$ cat config.mk
export PLATFORM = sky130hd
export DESIGN_NAME = decode_pipe_flat
export DESIGN_NICKNAME = d
export VERILOG_FILES = /design/src/rtl/decode_pipe_pkg.sv /design/src/rtl/decode_pipe_if.sv /design/src/rtl/decode_pipe_rv_decode_comb.sv /design/src/rtl/decode_pipe.sv /design/src/flat_wrapper.sv
export SDC_FILE = /design/constraint.sdc
export NUM_CORES = 1
export LEC_CHECK = 0
export CAP_MARGIN = 5
export CORE_MARGIN = 2
export CORE_UTILIZATION = 57
export CTS_CLUSTER_SIZE = 28
export DETAILED_ROUTE_END_ITERATION = 8
export PLACE_DENSITY = 0.94
export SYNTH_ARGS = -nofsm -noshare
export SYNTH_HDL_FRONTEND = slang
export SYNTH_SLANG_ARGS = --single-unit
export TNS_END_PERCENT = 100
$ cat constraint.sdc
create_clock -name clk -period 6.65 [get_ports clk]
set_input_delay 1.33 -clock clk [delete_from_list [all_inputs] [get_ports clk]]
set_output_delay 1.33 -clock clk [all_outputs]
set_load 0.01 [all_outputs]
$ cat src/rtl/decode_pipe_pkg.sv
// decode_pipe_pkg: RV32 opcode/funct7 constants, decode bundle types and immediate helper
package decode_pipe_pkg;
  localparam logic [4:0] OP_LOAD     = 5'b00000;
  localparam logic [4:0] OP_MISC_MEM = 5'b00011;
  localparam logic [4:0] OP_IMM      = 5'b00100;
  localparam logic [4:0] OP_AUIPC    = 5'b00101;
  localparam logic [4:0] OP_STORE    = 5'b01000;
  localparam logic [4:0] OP_OP       = 5'b01100;
  localparam logic [4:0] OP_LUI      = 5'b01101;
  localparam logic [4:0] OP_BRANCH   = 5'b11000;
  localparam logic [4:0] OP_JALR     = 5'b11001;
  localparam logic [4:0] OP_JAL      = 5'b11011;
  localparam logic [4:0] OP_SYSTEM   = 5'b11100;
  localparam logic [6:0] F7_BASE   = 7'b0000000;
  localparam logic [6:0] F7_ALT    = 7'b0100000;
  localparam logic [6:0] F7_MULDIV = 7'b0000001;
  typedef enum logic [2:0] {IMM_NONE, IMM_I, IMM_S, IMM_B, IMM_U, IMM_J} imm_fmt_e;
  typedef struct packed {
    logic rd_en;
    logic rs1_en;
    logic rs2_en;
    logic imm_en;
    logic pc_sel;
    logic alu_en;
    logic alu_flag;
    logic is_muldiv;
    logic mem_en;
    logic mem_we;
    logic is_jmp;
    logic is_branch;
    logic is_fence;
    logic is_system;
    logic is_invalid;
  } ctrl_t;
  typedef struct packed {
    logic [4:0] rd;
    logic [4:0] rs1;
    logic [4:0] rs2;
    logic [2:0] funct3;
  } fields_t;
  localparam ctrl_t CTRL_INV = '{is_invalid: 1'b1, default: 1'b0};
  function automatic logic [31:0] imm_gen(input logic [31:0] i, input imm_fmt_e f);
    case (f)
      IMM_I:   return {{20{i[31]}}, i[31:20]};
      IMM_S:   return {{20{i[31]}}, i[31:25], i[11:7]};
      IMM_B:   return {{19{i[31]}}, i[31], i[7], i[30:25], i[11:8], 1'b0};
      IMM_U:   return {i[31:12], 12'b0};
      IMM_J:   return {{11{i[31]}}, i[31], i[19:12], i[20], i[30:21], 1'b0};
      default: return '0;
    endcase
  endfunction
endpackage

$ cat src/rtl/decode_pipe_if.sv
// decode_pipe_if: fetch-side and execute-side handshakes plus the decoded bundle
interface decode_pipe_if #(parameter int XLEN = 32);
  logic            in_valid;
  logic            in_ready;
  logic [31:0]     in_inst;
  logic [XLEN-1:0] in_pc;
  logic            out_valid;
  logic            out_ready;
  logic [XLEN-1:0] out_pc;
  logic [XLEN-1:0] imm;
  logic [4:0]      rd;
  logic [4:0]      rs1;
  logic [4:0]      rs2;
  logic [2:0]      funct3;
  logic rd_en, rs1_en, rs2_en, imm_en, pc_sel, alu_en, alu_flag, is_muldiv;
  logic mem_en, mem_we, is_jmp, is_branch, is_fence, is_system, is_invalid;
  modport master (
    output in_valid, in_inst, in_pc, out_ready,
    input  in_ready, out_valid, out_pc, imm, rd, rs1, rs2, funct3,
    input  rd_en, rs1_en, rs2_en, imm_en, pc_sel, alu_en, alu_flag, is_muldiv,
    input  mem_en, mem_we, is_jmp, is_branch, is_fence, is_system, is_invalid
  );
  modport slave (
    input  in_valid, in_inst, in_pc, out_ready,
    output in_ready, out_valid, out_pc, imm, rd, rs1, rs2, funct3,
    output rd_en, rs1_en, rs2_en, imm_en, pc_sel, alu_en, alu_flag, is_muldiv,
    output mem_en, mem_we, is_jmp, is_branch, is_fence, is_system, is_invalid
  );
endinterface

$ cat src/rtl/decode_pipe_rv_decode_comb.sv
// rv_decode_comb: combinational RV32I(+M) instruction word to control bundle, fields and immediate
module rv_decode_comb
  import decode_pipe_pkg::*;
#(
  parameter int XLEN = 32,
  parameter bit EN_M = 1'b1
) (
  input  logic [31:0]     inst,
  input  logic [XLEN-1:0] pc,
  output ctrl_t           ctrl,
  output fields_t         fields,
  output logic [XLEN-1:0] pc_f,
  output logic [XLEN-1:0] imm
);
  logic [4:0] op;
  logic [2:0] f3;
  logic [6:0] f7;
  ctrl_t      c;
  imm_fmt_e   fmt;
  logic       ok;
  logic       invalid;
  assign op = inst[6:2];
  assign f3 = inst[14:12];
  assign f7 = inst[31:25];
  always_comb begin
    c = '0;
    fmt = IMM_NONE;
    ok = 1'b1;
    case (op)
      OP_LUI:      begin c.rd_en = 1'b1; c.imm_en = 1'b1; c.alu_en = 1'b1; fmt = IMM_U; end
      OP_AUIPC:    begin c.rd_en = 1'b1; c.imm_en = 1'b1; c.alu_en = 1'b1; c.pc_sel = 1'b1; fmt = IMM_U; end
      OP_JAL:      begin c.rd_en = 1'b1; c.is_jmp = 1'b1; fmt = IMM_J; end
      OP_JALR:     begin c.rd_en = 1'b1; c.rs1_en = 1'b1; c.is_jmp = 1'b1; fmt = IMM_I; ok = f3 == 3'b000; end
      OP_BRANCH:   begin
        c.is_branch = 1'b1; c.alu_en = 1'b1; c.rs1_en = 1'b1; c.rs2_en = 1'b1; fmt = IMM_B;
        ok = f3 != 3'b010 && f3 != 3'b011;
      end
      OP_LOAD:     begin
        c.mem_en = 1'b1; c.rs1_en = 1'b1; c.rd_en = 1'b1; fmt = IMM_I;
        ok = f3 != 3'b011 && f3[2:1] != 2'b11;
      end
      OP_STORE:    begin
        c.mem_en = 1'b1; c.mem_we = 1'b1; c.rs1_en = 1'b1; c.rs2_en = 1'b1; fmt = IMM_S;
        ok = f3 < 3'b011;
      end
      OP_IMM:      begin
        c.alu_en = 1'b1; c.rd_en = 1'b1; c.rs1_en = 1'b1; c.imm_en = 1'b1; fmt = IMM_I;
        c.alu_flag = f3 == 3'b101 && inst[30];
        ok = f3 == 3'b001 ? f7 == F7_BASE : f3 == 3'b101 ? (f7 == F7_BASE || f7 == F7_ALT) : 1'b1;
      end
      OP_OP:       begin
        c.alu_en = 1'b1; c.rd_en = 1'b1; c.rs1_en = 1'b1; c.rs2_en = 1'b1;
        c.alu_flag = inst[30];
        c.is_muldiv = f7 == F7_MULDIV;
        ok = f7 == F7_BASE || (f7 == F7_ALT && (f3 == 3'b000 || f3 == 3'b101)) || (EN_M && f7 == F7_MULDIV);
      end
      OP_MISC_MEM: begin c.is_fence = 1'b1; fmt = IMM_I; end
      OP_SYSTEM:   begin c.is_system = 1'b1; fmt = IMM_I; end
      default:     ok = 1'b0;
    endcase
  end
  assign invalid = !ok || inst[1:0] != 2'b11;
  assign ctrl = invalid ? CTRL_INV : c;
  assign fields = invalid ? '0 : '{rd: inst[11:7], rs1: op == OP_LUI ? 5'd0 : inst[19:15], rs2: inst[24:20], funct3: f3};
  assign pc_f = invalid ? '0 : pc;
  assign imm = invalid ? '0 : XLEN'($signed(imm_gen(inst, fmt)));
endmodule

$ cat src/rtl/decode_pipe.sv
// decode_pipe: in-order instruction queue with bypass feeding a registered RV32 decode bundle
module decode_pipe
  import decode_pipe_pkg::*;
#(
  parameter int XLEN  = 32,
  parameter int DEPTH = 2,
  parameter bit EN_M  = 1'b1
) (
  input  logic                       clk,
  input  logic                       nreset,
  input  logic                       flush,
  decode_pipe_if.slave               bus,
  output logic [$clog2(DEPTH+1)-1:0] count
);
  localparam int CW = $clog2(DEPTH + 1);
  localparam int PW = DEPTH > 1 ? $clog2(DEPTH) : 1;
  logic [31:0]     q_inst [DEPTH];
  logic [XLEN-1:0] q_pc   [DEPTH];
  logic [PW-1:0]   wp, rp;
  logic            push, load, pop, enq, has_q;
  logic [31:0]     src_inst;
  logic [XLEN-1:0] src_pc, d_pc, d_imm, pc_q, imm_q;
  ctrl_t           d_ctrl, ctrl_q;
  fields_t         d_fld, fld_q;
  logic            valid_q;
  assign has_q = count != '0;
  assign bus.in_ready = count < CW'(DEPTH) && !flush;
  assign push = bus.in_valid && bus.in_ready;
  assign load = !valid_q || bus.out_ready;
  assign pop = load && has_q;
  // a queued entry always wins the output register, so a new beat can only bypass an empty queue
  assign enq = push && !(load && !has_q);
  assign src_inst = has_q ? q_inst[rp] : bus.in_inst;
  assign src_pc = has_q ? q_pc[rp] : bus.in_pc;
  rv_decode_comb #(.XLEN(XLEN), .EN_M(EN_M)) u_dec (
    .inst(src_inst), .pc(src_pc), .ctrl(d_ctrl), .fields(d_fld), .pc_f(d_pc), .imm(d_imm)
  );
  always_ff @(posedge clk) begin
    if (enq) begin
      q_inst[wp] <= bus.in_inst;
      q_pc[wp] <= bus.in_pc;
    end
  end
  always_ff @(posedge clk or negedge nreset) begin
    if (!nreset) begin
      count <= '0;
      wp <= '0;
      rp <= '0;
      valid_q <= 1'b0;
      ctrl_q <= '0;
      fld_q <= '0;
      pc_q <= '0;
      imm_q <= '0;
    end else if (flush) begin
      count <= '0;
      wp <= '0;
      rp <= '0;
      valid_q <= 1'b0;
      ctrl_q <= '0;
      fld_q <= '0;
      pc_q <= '0;
      imm_q <= '0;
    end else begin
      if (enq) wp <= wp == PW'(DEPTH - 1) ? '0 : wp + 1'b1;
      if (pop) rp <= rp == PW'(DEPTH - 1) ? '0 : rp + 1'b1;
      count <= count + CW'(enq) - CW'(pop);
      if (load) begin
        valid_q <= has_q || push;
        ctrl_q <= d_ctrl;
        fld_q <= d_fld;
        pc_q <= d_pc;
        imm_q <= d_imm;
      end
    end
  end
  assign bus.out_valid = valid_q;
  assign bus.out_pc = pc_q;
  assign bus.imm = imm_q;
  assign {bus.rd, bus.rs1, bus.rs2, bus.funct3} = fld_q;
  assign {bus.rd_en, bus.rs1_en, bus.rs2_en, bus.imm_en, bus.pc_sel, bus.alu_en, bus.alu_flag,
          bus.is_muldiv, bus.mem_en, bus.mem_we, bus.is_jmp, bus.is_branch, bus.is_fence,
          bus.is_system, bus.is_invalid} = ctrl_q;
endmodule

$ cat src/flat_wrapper.sv
// flat-port wrapper written by rule: the top's interface ports become plain ports
module decode_pipe_flat import decode_pipe_pkg::*;
#(
  parameter int XLEN  = 32,
  parameter int DEPTH = 2,
  parameter bit EN_M  = 1'b1
)
  (clk, nreset, flush, count, bus_in_valid, bus_in_inst, bus_in_pc, bus_out_ready, bus_in_ready, bus_out_valid, bus_out_pc, bus_imm, bus_rd, bus_rs1, bus_rs2, bus_funct3, bus_rd_en, bus_rs1_en, bus_rs2_en, bus_imm_en, bus_pc_sel, bus_alu_en, bus_alu_flag, bus_is_muldiv, bus_mem_en, bus_mem_we, bus_is_jmp, bus_is_branch, bus_is_fence, bus_is_system, bus_is_invalid);
  decode_pipe_if #(.XLEN(XLEN)) bus_i ();
  input  logic clk;
  input  logic nreset;
  input  logic flush;
  output logic [$clog2(DEPTH+1)-1:0] count;
  input wire logic [$bits(bus_i.in_valid)-1:0] bus_in_valid;
  input wire logic [$bits(bus_i.in_inst)-1:0] bus_in_inst;
  input wire logic [$bits(bus_i.in_pc)-1:0] bus_in_pc;
  input wire logic [$bits(bus_i.out_ready)-1:0] bus_out_ready;
  output wire logic [$bits(bus_i.in_ready)-1:0] bus_in_ready;
  output wire logic [$bits(bus_i.out_valid)-1:0] bus_out_valid;
  output wire logic [$bits(bus_i.out_pc)-1:0] bus_out_pc;
  output wire logic [$bits(bus_i.imm)-1:0] bus_imm;
  output wire logic [$bits(bus_i.rd)-1:0] bus_rd;
  output wire logic [$bits(bus_i.rs1)-1:0] bus_rs1;
  output wire logic [$bits(bus_i.rs2)-1:0] bus_rs2;
  output wire logic [$bits(bus_i.funct3)-1:0] bus_funct3;
  output wire logic [$bits(bus_i.rd_en)-1:0] bus_rd_en;
  output wire logic [$bits(bus_i.rs1_en)-1:0] bus_rs1_en;
  output wire logic [$bits(bus_i.rs2_en)-1:0] bus_rs2_en;
  output wire logic [$bits(bus_i.imm_en)-1:0] bus_imm_en;
  output wire logic [$bits(bus_i.pc_sel)-1:0] bus_pc_sel;
  output wire logic [$bits(bus_i.alu_en)-1:0] bus_alu_en;
  output wire logic [$bits(bus_i.alu_flag)-1:0] bus_alu_flag;
  output wire logic [$bits(bus_i.is_muldiv)-1:0] bus_is_muldiv;
  output wire logic [$bits(bus_i.mem_en)-1:0] bus_mem_en;
  output wire logic [$bits(bus_i.mem_we)-1:0] bus_mem_we;
  output wire logic [$bits(bus_i.is_jmp)-1:0] bus_is_jmp;
  output wire logic [$bits(bus_i.is_branch)-1:0] bus_is_branch;
  output wire logic [$bits(bus_i.is_fence)-1:0] bus_is_fence;
  output wire logic [$bits(bus_i.is_system)-1:0] bus_is_system;
  output wire logic [$bits(bus_i.is_invalid)-1:0] bus_is_invalid;
  assign bus_i.in_valid = bus_in_valid;
  assign bus_i.in_inst = bus_in_inst;
  assign bus_i.in_pc = bus_in_pc;
  assign bus_i.out_ready = bus_out_ready;
  assign bus_in_ready = bus_i.in_ready;
  assign bus_out_valid = bus_i.out_valid;
  assign bus_out_pc = bus_i.out_pc;
  assign bus_imm = bus_i.imm;
  assign bus_rd = bus_i.rd;
  assign bus_rs1 = bus_i.rs1;
  assign bus_rs2 = bus_i.rs2;
  assign bus_funct3 = bus_i.funct3;
  assign bus_rd_en = bus_i.rd_en;
  assign bus_rs1_en = bus_i.rs1_en;
  assign bus_rs2_en = bus_i.rs2_en;
  assign bus_imm_en = bus_i.imm_en;
  assign bus_pc_sel = bus_i.pc_sel;
  assign bus_alu_en = bus_i.alu_en;
  assign bus_alu_flag = bus_i.alu_flag;
  assign bus_is_muldiv = bus_i.is_muldiv;
  assign bus_mem_en = bus_i.mem_en;
  assign bus_mem_we = bus_i.mem_we;
  assign bus_is_jmp = bus_i.is_jmp;
  assign bus_is_branch = bus_i.is_branch;
  assign bus_is_fence = bus_i.is_fence;
  assign bus_is_system = bus_i.is_system;
  assign bus_is_invalid = bus_i.is_invalid;
  decode_pipe #(.XLEN(XLEN), .DEPTH(DEPTH), .EN_M(EN_M)) u_core (.clk(clk), .nreset(nreset), .flush(flush), .bus(bus_i), .count(count));
endmodule
==> summary.txt <==
Worst setup path
  • Crit path kind: flip-flop to flip-flop
  • Worst Setup Start Kind: flip-flop
  • Slowest stage cell, crit path: or2_1
  • Crit-path max cell delay: 0.95 ns
  • Critical Path Most Common Cell: and4_1
  • Crit path arrival time: between 4 and 5 ns
  • CP Capture Type: flip-flop
  • CP max FO: 60
  • Critical path startpoint: u_core.count[1]
  • CP Cell Sequence: or2_1 > mux2i_1 > and4_1 > and4_1 > a211o_1 > o31ai_4 > buf_4 > o21ai_0
  • WP data required: 7.01 ns
  • Reg2reg start: u_core.count[1]

Timing
  • Clock Skew: between 0.01 and 0.015 ns
  • Tmin final: roughly 4.3 ns
  • Final setup vio count: 0
  • Slew margin rel.: around a fifth
  • Fin crit share: between 60% and 70%
  • Final Max Tran Viols: 0
  • Sum Neg Setup Slack: 0 ns
  • Hold Vio Cnt, Final: 0
  • RSZ-0062 raised after global routing: false
  • Setup slack after layout: about 2.3 ns
  • F_max: 231 MHz
  • Slew @ Worst Pin: approximately 1.2 ns

Cells and area
  • Footprint of the multi-input gates: 3020 µm²
  • # diodes: 0
  • Final design utilization: approximately three quarters
  • Fill count: between 1,000 and 1,500
  • Final Cell Area: around 12,000 µm²
  • Layout Cells excl Fill: around 1,200
  • Layout Nets: slightly above 1,000
  • Most common cell after layout, fill and taps aside: clkdlybuf4s50_1
  • Layout cells sized above 1: ~6.6%
  • Register area: between 6000 and 7000 µm²
  • Commonest non-fill, non-tap cells in the layout: clkdlybuf4s50_1, edfxtp_1, nand2_1
  • Layout area overhead: 26.3%

Routing
  • Initial DRC Count: approximately 710
  • Router iterations before antenna repair: 5
  • Via-to-Cell Ratio: approximately 6.0
  • Final wirelength: around 24,000 µm
  • Vias: around 7,000
  • Avg WL per Cell: 20.2 µm
  • DRC: 0
  • Final ANT Viol Nets: 0

Synthesis
  • Register area share after synthesis: 66.0%
  • Syn Area/Cell: 12.0 µm²
  • Number of synthesized flops with an enable pin: around 130
  • Mapped Area: approximately 9700 µm²
  • Ys async rst share: about 44%
  • Cell count after synthesis: about 800
  • Yosys warns: 0
  • Mapped Nets: approximately 880
  • Synthesis-stage register bit count: 230
  • Main flop type after synthesis: edfxtp_1
  • Unique masters post-synth: 53

Global route
  • Residual overflow from global routing: 0
  • Total Routing Usage GR: 26.7%
  • Vias in the first global route: about 7,100
  • First-pass GRT wire length: approximately 38,000 µm
  • Antenna violations before repair: 0
  • Largest net degree at the start of global routing: between 60 and 70

Die
  • Die Span Y: roughly 130 µm
  • IO Pins: 170
  • Row Count: 47
  • Starting density of the core: roughly 60%
  • Die X: between 100 and 150 µm
  • Die ar.: ~18,000 µm²
  • CORE AREA: roughly 17,000 µm²

Pwr
  • Peak VDD IR: between 0.15 and 0.2 mV
  • Power density over the cells: 340 nW/µm²
  • Static leakage power: 4.59 nW

Clocking
  • CTS Buffer Depth: 3
  • Resized cells post-CTS: 0
  • Clk slew on worst S/H paths: 0.06 ns
  • Clk sinks: 230
  • Worst-Skew Late Latency: 0.52 ns
  • TritonCTS Buffers: 23
  • Post-CTS setup buffers: 0
  • H-tree Lvls: 1
  • Hold Buf Count CTS: 0
  • Clock root buffer: clkbuf_16
  • TritonCTS clock tree: built

Place
  • DP Cell Count: around 1,200
  • DP Wirelength: approximately 16,000 µm
  • GPL Wtd Cong: approximately 0.91
  • Pre-CTS WS: 2.05 ns
  • IO buf count: roughly 170
  • Post-DP Area: between 10,000 and 15,000 µm²

Status
  • Status: complete, no violations

Min path
  • Hold Crit Class: flip-flop to flip-flop
  • Hold wc startpoint: u_core.bus.rd[1]

Flow run
  • Max cap viols: 0
-- power by group --
part | switching (W) | internal [W] | total [W]
clock | 0.000535 | 0.000729 | 0.00126
sequential | 0.0000873 | 0.00162 | 0.00171
combinational | 0.000760 | 0.000427 | 0.00119
-- state kept, by name (all words and copies together) (netlist names), 2 cells and up --
register and count:
u_core.bus.rs2 5, u_core.bus.rd 5, u_core.bus.rs1 5, u_core.count 2, u_core.bus.out_pc 32, u_core.bus.funct3 3, u_core.bus.imm 32, u_core.q_pc 64
u_core.q_inst 64
-- cells by family after synthesis --
kind of cell	Yosys count	share of synthesized area, %
flops	230	66.0
simple gates	211	9.34
fa+ha+maj	2	0.258
mux	66	7.00
buf+inv	64	3.14
xor+xnor	5	0.452
compound gates	226	13.8
-- stage by stage --
stage | hold slack, ns | power, W
global route | 0.506 | 0.00435
finish | 0.475 | 0.00416
CTS | 0.482 | 0.00415
global placement | 0.461 | 0.00286
floorplan | 0.511 | 0.00253
detailed placement | 0.470 | 0.00290
-- worst max-delay path: cells and delay by family (launching register included) --
kind	cells	cell delay, ns
AOI/OAI and AO/OA	3	0.81
buffers and inverters	1	0.56
DFF	1	0.79
muxes	1	0.49
and+or+nand+nor	3	1.51
-- routing by layer --
layer | wire [µm] | global-route usage [%]
met2 | 12000 | 44.2
met5 | 0 | 0
met4 | 648 | 8.71
met3 | 1870 | 4.84
met1 | 9670 | 36.2
-- area by class of cell --
cell class,count,area share [%]
well taps,220,2.25
flip-flops and latches,230,52.3
clock buffers,35,5.40
repair buffers,178,14.4
multi-input cells,510,24.7
inverters,13,0.399
clock inverters,7,0.614
-- cells in the mapped netlist (7+ instances only) --
| library cell | n | area share [%] |
|---|---|---|
| nand2_1 | 102 | 4.0 |
| mux2i_1 | 61 | 6.3 |
| buf_4 | 9 | 0.70 |
| nor3_1 | 17 | 0.88 |
| o21ai_1 | 49 | 2.5 |
| clkbuf_1 | 25 | 0.97 |
| a21oi_1 | 80 | 4.1 |
| nand3_1 | 7 | 0.36 |
| o31ai_1 | 17 | 1.3 |
| edfxtp_1 | 128 | 40 |
| a32o_1 | 8 | 0.83 |
| nor2_1 | 61 | 2.4 |
| buf_2 | 12 | 0.62 |
| o21ai_0 | 33 | 1.7 |
| inv_1 | 13 | 0.50 |
| dfrtp_1 | 102 | 26 |
| a21o_1 | 12 | 0.93 |
-- path summary, 6_finish.rpt --
kind / depth (start not counted) / to / slack (ns)
min reg2reg: 2 / u_core.bus.rd[1] / 0.47
max reg2reg: 8 / u_core.bus.imm[26] / 2.32
max: 8 / u_core.bus.imm[26] / 2.32
min in group asynchronous: 1 / u_core.bus.out_pc[23] / 0.86
max in group asynchronous: 2 / u_core.rp / 4.61
min: 2 / u_core.bus.rd[1] / 0.47
No activity file was read; power rests on OpenSTA's default activity.
